**src/rtl/wb_if.sv**
```systemverilog
// Writeback stage bus: ALU and load-unit result handshakes plus the register file write port.
// Optional bypass outputs (fwd_*) exist only when WB_BYPASS_EN is defined.
interface wb_if #(
    parameter int XLEN       = 32,
    parameter int REG_ADDR_W = 5
);
    logic                  alu_valid;
    logic                  alu_ready;
    logic [REG_ADDR_W-1:0] alu_rd;
    logic [XLEN-1:0]       alu_result;
    logic                  mem_valid;
    logic                  mem_ready;
    logic [REG_ADDR_W-1:0] mem_rd;
    logic [XLEN-1:0]       mem_rdata;
    logic [2:0]            mem_funct3;
    logic [1:0]            mem_addr_lo;
    logic [REG_ADDR_W-1:0] write_reg;
    logic [XLEN-1:0]       write_data;
    logic                  write_enable;
`ifdef WB_BYPASS_EN
    logic                  fwd_valid;
    logic [REG_ADDR_W-1:0] fwd_rd;
    logic [XLEN-1:0]       fwd_data;
`endif

    modport slave (
        input  alu_valid, alu_rd, alu_result,
        input  mem_valid, mem_rd, mem_rdata, mem_funct3, mem_addr_lo,
        output alu_ready, mem_ready, write_reg, write_data, write_enable
`ifdef WB_BYPASS_EN
        , output fwd_valid, fwd_rd, fwd_data
`endif
    );

    modport master (
        output alu_valid, alu_rd, alu_result,
        output mem_valid, mem_rd, mem_rdata, mem_funct3, mem_addr_lo,
        input  alu_ready, mem_ready, write_reg, write_data, write_enable
`ifdef WB_BYPASS_EN
        , input fwd_valid, fwd_rd, fwd_data
`endif
    );
endinterface

```
**src/rtl/writeback_stage.sv**
```systemverilog
// Final pipeline stage: arbitrates ALU/load results into a two-phase (setup, strobe) register
// file write and formats load data. Define WB_BYPASS_EN to add the fwd_* bypass outputs.
module writeback_stage #(
    parameter int XLEN       = 32,
    parameter int REG_ADDR_W = 5
) (
    input logic clk,
    input logic rst_n,
    wb_if.slave bus
);
    typedef enum logic [1:0] {IDLE = 2'd0, SETUP = 2'd1, STROBE = 2'd2} state_t;

    state_t                state_r, state_s;
    logic                  pending_valid_r;
    logic [REG_ADDR_W-1:0] pending_rd_r;
    logic [XLEN-1:0]       pending_data_r;
    logic [REG_ADDR_W-1:0] write_reg_r;
    logic [XLEN-1:0]       write_data_r;
    logic                  write_enable_r;

    logic                  accept_ok_s, alu_ready_s, mem_ready_s, alu_fire_s, mem_fire_s;
    logic                  win_valid_s, load_s, pend_load_s, pend_take_s;
    logic [REG_ADDR_W-1:0] win_rd_s;
    logic [XLEN-1:0]       win_data_s;

    function automatic logic [XLEN-1:0] format_load(input logic [2:0] f3, input logic [1:0] lo,
                                                    input logic [XLEN-1:0] w);
        logic [7:0]  b;
        logic [15:0] h;
        b = w[{lo, 3'b000} +: 8];
        h = lo[1] ? w[31:16] : w[15:0];
        case (f3)
            3'b000:  return {{(XLEN-8){b[7]}}, b};
            3'b001:  return {{(XLEN-16){h[15]}}, h};
            3'b100:  return {{(XLEN-8){1'b0}}, b};
            3'b101:  return {{(XLEN-16){1'b0}}, h};
            default: return w;
        endcase
    endfunction

    // Handshakes and winner selection: pending beats mem beats alu; nothing wins during SETUP.
    always_comb begin
        accept_ok_s = (state_r != SETUP);
        alu_ready_s = rst_n && !pending_valid_r;
        mem_ready_s = rst_n && accept_ok_s && !pending_valid_r;
        alu_fire_s  = bus.alu_valid && alu_ready_s;
        mem_fire_s  = bus.mem_valid && mem_ready_s;
        win_valid_s = 1'b0;
        win_rd_s    = {REG_ADDR_W{1'b0}};
        win_data_s  = {XLEN{1'b0}};
        if (accept_ok_s && pending_valid_r) begin
            win_valid_s = 1'b1;
            win_rd_s    = pending_rd_r;
            win_data_s  = pending_data_r;
        end else if (accept_ok_s && mem_fire_s) begin
            win_valid_s = 1'b1;
            win_rd_s    = bus.mem_rd;
            win_data_s  = format_load(bus.mem_funct3, bus.mem_addr_lo, bus.mem_rdata);
        end else if (accept_ok_s && alu_fire_s) begin
            win_valid_s = 1'b1;
            win_rd_s    = bus.alu_rd;
            win_data_s  = bus.alu_result;
        end else begin
            win_valid_s = 1'b0;
        end
        // An accepted ALU result that loses (SETUP cycle or mem won) parks in the pending slot.
        pend_load_s = alu_fire_s && (!accept_ok_s || mem_fire_s);
        pend_take_s = accept_ok_s && pending_valid_r;
    end

    // Next-state logic; a rd==0 winner is consumed without starting a write.
    always_comb begin
        state_s = state_r;
        load_s  = 1'b0;
        case (state_r)
            IDLE, STROBE: begin
                if (win_valid_s && (win_rd_s != {REG_ADDR_W{1'b0}})) begin
                    state_s = SETUP;
                    load_s  = 1'b1;
                end else begin
                    state_s = IDLE;
                end
            end
            SETUP:   state_s = STROBE;
            default: state_s = IDLE;
        endcase
    end

    // State, pending buffer and registered write-port outputs.
    always_ff @(posedge clk or negedge rst_n) begin
        if (!rst_n) begin
            state_r         <= IDLE;
            pending_valid_r <= 1'b0;
            pending_rd_r    <= {REG_ADDR_W{1'b0}};
            pending_data_r  <= {XLEN{1'b0}};
            write_reg_r     <= {REG_ADDR_W{1'b0}};
            write_data_r    <= {XLEN{1'b0}};
            write_enable_r  <= 1'b0;
        end else begin
            state_r        <= state_s;
            write_enable_r <= (state_s == STROBE);
            if (load_s) begin
                write_reg_r  <= win_rd_s;
                write_data_r <= win_data_s;
            end
            if (pend_load_s) begin
                pending_valid_r <= 1'b1;
                pending_rd_r    <= bus.alu_rd;
                pending_data_r  <= bus.alu_result;
            end else if (pend_take_s) begin
                pending_valid_r <= 1'b0;
            end
        end
    end

    assign bus.alu_ready    = alu_ready_s;
    assign bus.mem_ready    = mem_ready_s;
    assign bus.write_reg    = write_reg_r;
    assign bus.write_data   = write_data_r;
    assign bus.write_enable = write_enable_r;

`ifdef WB_BYPASS_EN
    logic fwd_valid_r;

    // Bypass is live while a write is in flight (SETUP or STROBE).
    always_ff @(posedge clk or negedge rst_n) begin
        if (!rst_n) begin
            fwd_valid_r <= 1'b0;
        end else begin
            fwd_valid_r <= (state_s != IDLE);
        end
    end

    assign bus.fwd_valid = fwd_valid_r;
    assign bus.fwd_rd    = write_reg_r;
    assign bus.fwd_data  = write_data_r;
`endif
endmodule

```
**src/flat_wrapper.sv**
```systemverilog
// flat-port wrapper written by rule: the top's interface ports become plain ports
module writeback_stage_flat 
#(
    parameter int XLEN       = 32,
    parameter int REG_ADDR_W = 5
)
  (clk, rst_n, bus_alu_valid, bus_alu_rd, bus_alu_result, bus_mem_valid, bus_mem_rd, bus_mem_rdata, bus_mem_funct3, bus_mem_addr_lo, bus_alu_ready, bus_mem_ready, bus_write_reg, bus_write_data, bus_write_enable);
  wb_if #(.XLEN(XLEN), .REG_ADDR_W(REG_ADDR_W)) bus_i ();
  input logic clk;
  input logic rst_n;
  input wire logic [$bits(bus_i.alu_valid)-1:0] bus_alu_valid;
  input wire logic [$bits(bus_i.alu_rd)-1:0] bus_alu_rd;
  input wire logic [$bits(bus_i.alu_result)-1:0] bus_alu_result;
  input wire logic [$bits(bus_i.mem_valid)-1:0] bus_mem_valid;
  input wire logic [$bits(bus_i.mem_rd)-1:0] bus_mem_rd;
  input wire logic [$bits(bus_i.mem_rdata)-1:0] bus_mem_rdata;
  input wire logic [$bits(bus_i.mem_funct3)-1:0] bus_mem_funct3;
  input wire logic [$bits(bus_i.mem_addr_lo)-1:0] bus_mem_addr_lo;
  output wire logic [$bits(bus_i.alu_ready)-1:0] bus_alu_ready;
  output wire logic [$bits(bus_i.mem_ready)-1:0] bus_mem_ready;
  output wire logic [$bits(bus_i.write_reg)-1:0] bus_write_reg;
  output wire logic [$bits(bus_i.write_data)-1:0] bus_write_data;
  output wire logic [$bits(bus_i.write_enable)-1:0] bus_write_enable;
  assign bus_i.alu_valid = bus_alu_valid;
  assign bus_i.alu_rd = bus_alu_rd;
  assign bus_i.alu_result = bus_alu_result;
  assign bus_i.mem_valid = bus_mem_valid;
  assign bus_i.mem_rd = bus_mem_rd;
  assign bus_i.mem_rdata = bus_mem_rdata;
  assign bus_i.mem_funct3 = bus_mem_funct3;
  assign bus_i.mem_addr_lo = bus_mem_addr_lo;
  assign bus_alu_ready = bus_i.alu_ready;
  assign bus_mem_ready = bus_i.mem_ready;
  assign bus_write_reg = bus_i.write_reg;
  assign bus_write_data = bus_i.write_data;
  assign bus_write_enable = bus_i.write_enable;
  writeback_stage #(.XLEN(XLEN), .REG_ADDR_W(REG_ADDR_W)) u_core (.clk(clk), .rst_n(rst_n), .bus(bus_i));
endmodule
```
**config.mk**
```make
export PLATFORM = sky130hd
export DESIGN_NAME = writeback_stage_flat
export DESIGN_NICKNAME = d
export VERILOG_FILES = /design/src/rtl/wb_if.sv /design/src/rtl/writeback_stage.sv /design/src/flat_wrapper.sv
export SDC_FILE = /design/constraint.sdc
export NUM_CORES = 1
export LEC_CHECK = 0
export BUFFER_PORTS_ARGS = -buffer_cell sky130_fd_sc_hd__buf_2
export CAP_MARGIN = 20
export CORE_MARGIN = 2
export CORE_UTILIZATION = 55
export CTS_CLUSTER_DIAMETER = 60
export DETAILED_ROUTE_END_ITERATION = 8
export PLACE_DENSITY = 0.84
export SKIP_CTS_REPAIR_TIMING = 1
export SLEW_MARGIN = 20
export SYNTH_ARGS = -nofsm -noshare
export SYNTH_HDL_FRONTEND = slang
export SYNTH_SLANG_ARGS = --single-unit
```
**constraint.sdc**
```tcl
create_clock -name clk -period 5.53 [get_ports clk]
set_input_delay 0.553 -clock clk [delete_from_list [all_inputs] [get_ports clk]]
set_output_delay 0.553 -clock clk [all_outputs]
set_load 0.02 [all_outputs]
```
==> impl_results.md, run 1 <==
* Row cnt at 32
* Core area at 7610 um^2
* Setup crit start kind: register
* Synth area leaders: dfrtp_1, mux2_2, mux2_4
* DRT iter0 DRCs at 279
* Final #Nets at 565
* Setup_tns at 0 ns
* Initial antenna violation count at 0
* Half-perimeter wire length after placement at 8350 um
* Total CTS buffers at 9
* Clk root buf: clkbuf_8
* I/O Pins at 123
* Share of cells above drive strength 1 at 0.456
* Count leader, synth: dfrtp_1
* Slowest stage delay, CP at 0.75 ns
* PnR worst setup slack at 2.39 ns
* Clock power share at 0.200
* Total grt overflow at 0
* P_int at 1.55 mW
* CTS Sinks at 77
* Hold Crit Class: in -> async
* Routed len/inst at 19.7 um
* Antenna viol nets, final at 0
* Tmin final at 3.14 ns
* Pwr per Cell Area at 474 nW/um^2
* Layout area overhead at 19.8%
* GRT Overall Usage at 0.281
* DR pass1 iterations at 4
* Top-area cell type share of the netlist area at 0.451
* R2R setup slack at 2.39 ns
* Cell variety after synth at 44
* Async S/R FF share, synth at 1.00
* Critical R2R Capture: u_core.bus.write_data[4]
* Total number of yosys warnings at 0
* Worst Path Max Fanout at 33
* Reg-to-reg critical path startpoint: u_core.state_r[1]
* Antenna Cells at 0
* Area leader, netlist: dfrtp_1
* First-pass GRT wire length at 18200 um
* Final setup viols at 0
* Mapped Area at 4270 um^2
* Die ar. at 8490 um^2
* Initial Util at 0.562
* Vias in the first global route at 3612
* Main flop type after synthesis: dfrtp_1
* CTS max path bufs at 2
* Max-slew violations at 0
* Reg clk slew, reported paths at 0.08 ns
* Worst-Skew Late Latency at 0.36 ns
* Setup CP Type: reg -> reg
* Total wire length at 11600 um
* Slowest CP cell: inv_2
* CTS tree: built
* Syn Nets at 457
* Port Buffers at 122
* CTS H-Tree Depth at 3
* DIE WIDTH at 92.1 um
* Crit end category: register
* Peak supply drop at 0.223 mV
* Post-synth EDFFs at 0
* FF+latch area at 1930 um^2
* Vias at 3593
* Fillcell total at 589
* Yosys reg bits at 77
* Commonest cells in the netlist: dfrtp_1, mux2_2, mux2_4
* Syn avg cell area at 11.4 um^2
* Die Y-Extent at 92.1 um
* Status: completed
* Largest net degree at the start of global routing at 73
* Area of the multi-input gates at 2180 um^2
* Final hold violations at 0
* RSZ-0062 raised after global routing: no
* Critical path's top delay family: simple AND/OR/NAND/NOR gates
* Vias per cell at 6.10
* Worst endpoint required time at 5.78 ns
* CP arrival at 3.39 ns
* Comb power frac at 0.413
* Leakage power at 2.39 nW
* Sequential-to-total area share from yosys stat at 0.451
* Placer Congestion at 0.916
* Syn Inst Count at 374
* Psw at 871 uW
* CP Buf/Inv Count at 2
* Worst Skew at 0.00505 ns
* # Max-Cap Violations at 0
* Slew @ Worst Pin at 0.975 ns
* Setup WS pre-CTS at 2.44 ns
* Reg power frac at 0.386
* Drt drc at 0
* Fmax at 0.319 GHz
* Rel. slew slack at 0.349
* Switching share of power at 0.359
* Register-to-Register Path Depth at 7
* Final Cycle Share at 0.568
* Worst-path cell chain: nand2b_1 > inv_6 > nor2_2 > a22o_1 > o31ai_4 > inv_2 > mux2_2
[power by group through the flow]
stage          Clock [mW]  Combinational [mW]  Sequential [mW]
6_report            0.486                1.00            0.937
5_1_grt             0.510                1.07            0.959
3_5_place_dp            0                1.00            0.938
3_3_place_gp            0               0.963            0.928
2_1_floorplan           0               0.621             1.05
4_1_cts             0.488                1.00            0.933
[cell families (layout without fill, tap and decap cells)]
group / after synthesis / after routing / synth area share
simple gates: 102 / 102 / 0.125
flops: 77 / 77 / 0.451
buf+inv: 33 / 146 / 0.0425
compound gates: 91 / 91 / 0.166
mux: 71 / 71 / 0.215
[layout by cell type (no fill, tap or decap), drive strengths merged, types with 11 or more instances in the layout]
cell and n:
nand3 13, mux2 70, a21oi 17, a211oi 14, buf 125, nor2 20
clkbuf 11, nor3 11, nand2 28, a221o 16, a22oi 16, dfrtp 77
[stage by stage]
stage          power, mW  instances  hold slack (ns)  cell area [um^2]  utilization
3_5_place_dp        1.94        573            0.389              4890        0.642
5_1_grt             2.54        589          0.00473              5120        0.673
6_report            2.42        589          0.00800              5120        0.673
4_1_cts             2.42        589          0.00601              5110        0.672
2_1_floorplan       1.67        374            0.257              4270            -
3_3_place_gp        1.89        573            0.388              4890        0.642
[area by class of cell]
type,count,share of cell area
sequential,77,0.377
timing repair buffer,125,0.124
clock inverter,5,0.0164
inverter,5,0.00465
multi-input combinational,264,0.426
tap,102,0.0249
clock buffer,11,0.0276
[per-layer routing]
metal / vias to the layer above / global-route usage / routed length [um]
li1: 1637 / - / -
met1: 1760 / 0.371 / 4930
met2: 163 / 0.442 / 5440
met3: 33 / 0.0707 / 885
met4: 0 / 0.119 / 319
met5: - / 0 / 0
[worst max path at each step]
| stage | slack, ns | start | cells after the start | to |
|---|---|---|---|---|
| 2_1_floorplan | 3.36 | u_core.state_r[1] | 9 | u_core.bus.write_data[10] |
| 3_3_place_gp | 2.57 | u_core.state_r[1] | 7 | u_core.bus.write_data[4] |
| 3_5_place_dp | 2.44 | u_core.state_r[1] | 7 | u_core.bus.write_data[4] |
| 4_1_cts | 2.40 | u_core.state_r[1] | 7 | u_core.bus.write_data[4] |
| 5_1_grt | 2.20 | u_core.state_r[1] | 7 | u_core.bus.write_data[4] |
| 6_report | 2.39 | u_core.state_r[1] | 7 | u_core.bus.write_data[4] |
(Power assumes the default switching activity.)
==> run 2, diff against run 1 <==
--- a/config.mk
+++ b/config.mk
@@ -8,10 +8,10 @@
 export BUFFER_PORTS_ARGS = -buffer_cell sky130_fd_sc_hd__buf_2
 export CAP_MARGIN = 20
 export CORE_MARGIN = 2
-export CORE_UTILIZATION = 55
+export CORE_UTILIZATION = 47
 export CTS_CLUSTER_DIAMETER = 60
 export DETAILED_ROUTE_END_ITERATION = 8
-export PLACE_DENSITY = 0.84
+export PLACE_DENSITY = 0.76
 export SKIP_CTS_REPAIR_TIMING = 1
 export SLEW_MARGIN = 20
 export SYNTH_ARGS = -nofsm -noshare
==> constraint.sdc (replaced) <==
create_clock -name clk -period 2.8 [get_ports clk]
set_input_delay 0.28 -clock clk [delete_from_list [all_inputs] [get_ports clk]]
set_output_delay 0.28 -clock clk [all_outputs]
set_load 0.02 [all_outputs]
==> impl_results.md, run 2 (synthesis results as in run 1) <==
* Hold_sp: bus_alu_result[15]
* Fillcell total at 734 (was 589)
* DRT iter0 DRCs at 331 (was 279)
* Layout area overhead at 22.2% (was 19.8%)
* Vias per cell at 6.03 (was 6.10)
* Tmin final at 2.39 ns (was 3.14 ns)
* Setup_tns at 0 ns (unchanged)
* Switching share of power at 0.348 (was 0.359)
* Placer Congestion at 0.932 (was 0.916)
* Die ar. at 9870 um^2 (was 8490 um^2)
* Comb power frac at 0.414 (was 0.413)
* CTS max path bufs at 2 (unchanged)
* Largest net degree at the start of global routing at 78 (was 73)
* Reg power frac at 0.378 (was 0.386)
* I/O Pins at 123 (unchanged)
* CTS tree: built (unchanged)
* Antenna Cells at 0 (unchanged)
* Worst-Skew Late Latency at 0.36 ns (about the same)
* RSZ-0062 raised after global routing: no (unchanged)
* Crit end category: register (unchanged)
* # Max-Cap Violations at 0 (unchanged)
* First-pass GRT wire length at 18800 um (was 18200 um)
* Half-perimeter wire length after placement at 8780 um (was 8350 um)
* Rel. slew slack at 0.240 (was 0.349)
* Fin area at 5220 um^2 (was 5120 um^2)
* Hold Crit Class: in -> reg (was in -> async)
* Psw at 1.71 mW (was 871 uW)
* Worst-path cell chain: nand2b_1 > inv_6 > nor3_2 > a22oi_1 > a21oi_1 > mux2_4 (was nand2b_1 > inv_6 > nor2_2 > a22o_1 > o31ai_4 > inv_2 > mux2_2)
* Reg clk slew, reported paths at 0.08 ns (about the same)
* Share of cells above drive strength 1 at 0.463 (was 0.456)
* Max-slew violations at 0 (unchanged)
* Area of the multi-input gates at 2170 um^2 (was 2180 um^2)
* Peak supply drop at 0.484 mV (was 0.223 mV)
* Slew @ Worst Pin at 1.13 ns (was 0.975 ns)
* Final #Nets at 573 (was 565)
* Initial antenna violation count at 0 (unchanged)
* Total grt overflow at 0 (unchanged)
* CP arrival at 2.70 ns (was 3.39 ns)
* Die Y-Extent at 99.3 um (was 92.1 um)
* Clk root buf: clkbuf_8 (unchanged)
* Final setup viols at 0 (unchanged)
* Worst Skew at 0.00902 ns (was 0.00505 ns)
* Setup CP Type: reg -> reg (unchanged)
* Fmax at 0.418 GHz (was 0.319 GHz)
* Worst Path Max Fanout at 16 (was 33)
* Final hold violations at 0 (unchanged)
* Initial Util at 0.487 (was 0.562)
* Commonest non-fill, non-tap cell in the layout: buf_2 (unchanged)
* Core area at 8760 um^2 (was 7610 um^2)
* CP Buf/Inv Count at 1 (was 2)
* GRT Overall Usage at 0.246 (was 0.281)
* Critical path's top delay family: simple AND/OR/NAND/NOR gates (unchanged)
* Routed len/inst at 19.7 um (about the same)
* Row cnt at 34 (was 32)
* DR pass1 iterations at 5 (was 4)
* Leakage power at 2.46 nW (was 2.39 nW)
* Slowest CP cell: nor3_2 (was inv_2)
* CTS H-Tree Depth at 3 (unchanged)
* Vias in the first global route at 3512 (was 3612)
* FF+latch area at 1930 um^2 (unchanged)
* Slowest stage delay, CP at 0.93 ns (was 0.75 ns)
* Final Hold Slack at 0.169 ns (was 0.00800 ns)
* Worst endpoint required time at 3.11 ns (was 5.78 ns)
* DIE WIDTH at 99.3 um (was 92.1 um)
* Worst Setup SP: u_core.state_r[0] (was u_core.state_r[1])
* Placed cell area at 4980 um^2 (was 4890 um^2)
* Reg-to-reg critical path startpoint: u_core.state_r[0] (was u_core.state_r[1])
* Final Cycle Share at 0.854 (was 0.568)
* Pwr per Cell Area at 941 nW/um^2 (was 474 nW/um^2)
* P_int at 3.20 mW (was 1.55 mW)
* Total CTS buffers at 9 (unchanged)
* CTS Sinks at 77 (unchanged)
* Drt drc at 0 (unchanged)
* Clock power share at 0.208 (was 0.200)
* Port Buffers at 122 (unchanged)
* Total wire length at 11900 um (was 11600 um)
* Setup crit start kind: register (unchanged)
* Most frequent cells in the layout: buf_2, dfrtp_1, mux2_2 (unchanged)
* Status: completed (unchanged)
* Total power at 4.91 mW (was 2.42 mW)
* Antenna viol nets, final at 0 (unchanged)
* Vias at 3636 (was 3593)
## run 2: changes by cell type in the layout (fill, tap and decap cells not counted), sizes merged
cell      delta
buf          +8
clkinvlp     -2
bufinv       +1
clkbuf       +1
## run 2: worst paths after layout
| check | endpoint | slack, ns | depth (start not counted) |
|---|---|---|---|
| setup / recovery | u_core.bus.write_data[21] | 0.41 | 6 |
| hold / removal | u_core.pending_data_r[15] | 0.17 | 2 |
| setup reg to reg | u_core.bus.write_data[21] | 0.41 | 6 |
| hold reg to reg | u_core.bus.write_reg[0] | 0.51 | 1 |
| max in group asynchronous | u_core.bus.write_data[15] | 1.96 | 2 |
| min in group asynchronous | u_core.pending_rd_r[2] | 0.21 | 2 |
## run 2: power by group through the flow
stage | sequential [mW] | combinational (mW) | clock [mW]
3_5_place_dp | 1.86 | 2.05 | 0
2_1_floorplan | 2.07 | 1.23 | 0
6_report | 1.85 | 2.03 | 1.02
4_1_cts | 1.85 | 2.04 | 1.04
5_1_grt | 1.91 | 2.17 | 1.09
3_3_place_gp | 1.84 | 1.97 | 0
## run 2: layout make-up
type                    instances  area share
well taps                     108      0.0259
flip-flops and latches         77       0.369
repair buffers                133       0.138
inverters                       5     0.00456
multi-input cells             264       0.416
clock inverters                 4      0.0182
clock buffers                  12      0.0278
## run 2: metrics by stage
| stage | cells | setup WS (ns) | util |
|---|---|---|---|
| CTS | 603 | 0.423 | 0.596 |
| global route | 603 | 0.225 | 0.596 |
| global placement | 587 | 0.556 | 0.568 |
| floorplan | 374 | 0.634 | - |
| detailed placement | 587 | 0.431 | 0.568 |
| finish | 603 | 0.409 | 0.596 |
## run 2: metal layers
metal  up-vias  track usage  share of wire  wire length (um)
li1       1648            -              -                 -
met1      1792        0.349           0.44              5240
met2       179        0.378           0.46              5420
met3        17       0.0696          0.085              1010
met4         0       0.0569          0.015               175
met5         -            0              0                 0
## run 2: worst register-to-register path: cells and delay by family, from the launching register on
family,cells,cell delay [ns]
AND/OR/NAND/NOR,2,1.28
AO/OA/AOI/OAI,2,0.40
flip-flops,1,0.39
multiplexers,1,0.16
buffers and inverters,1,0.11
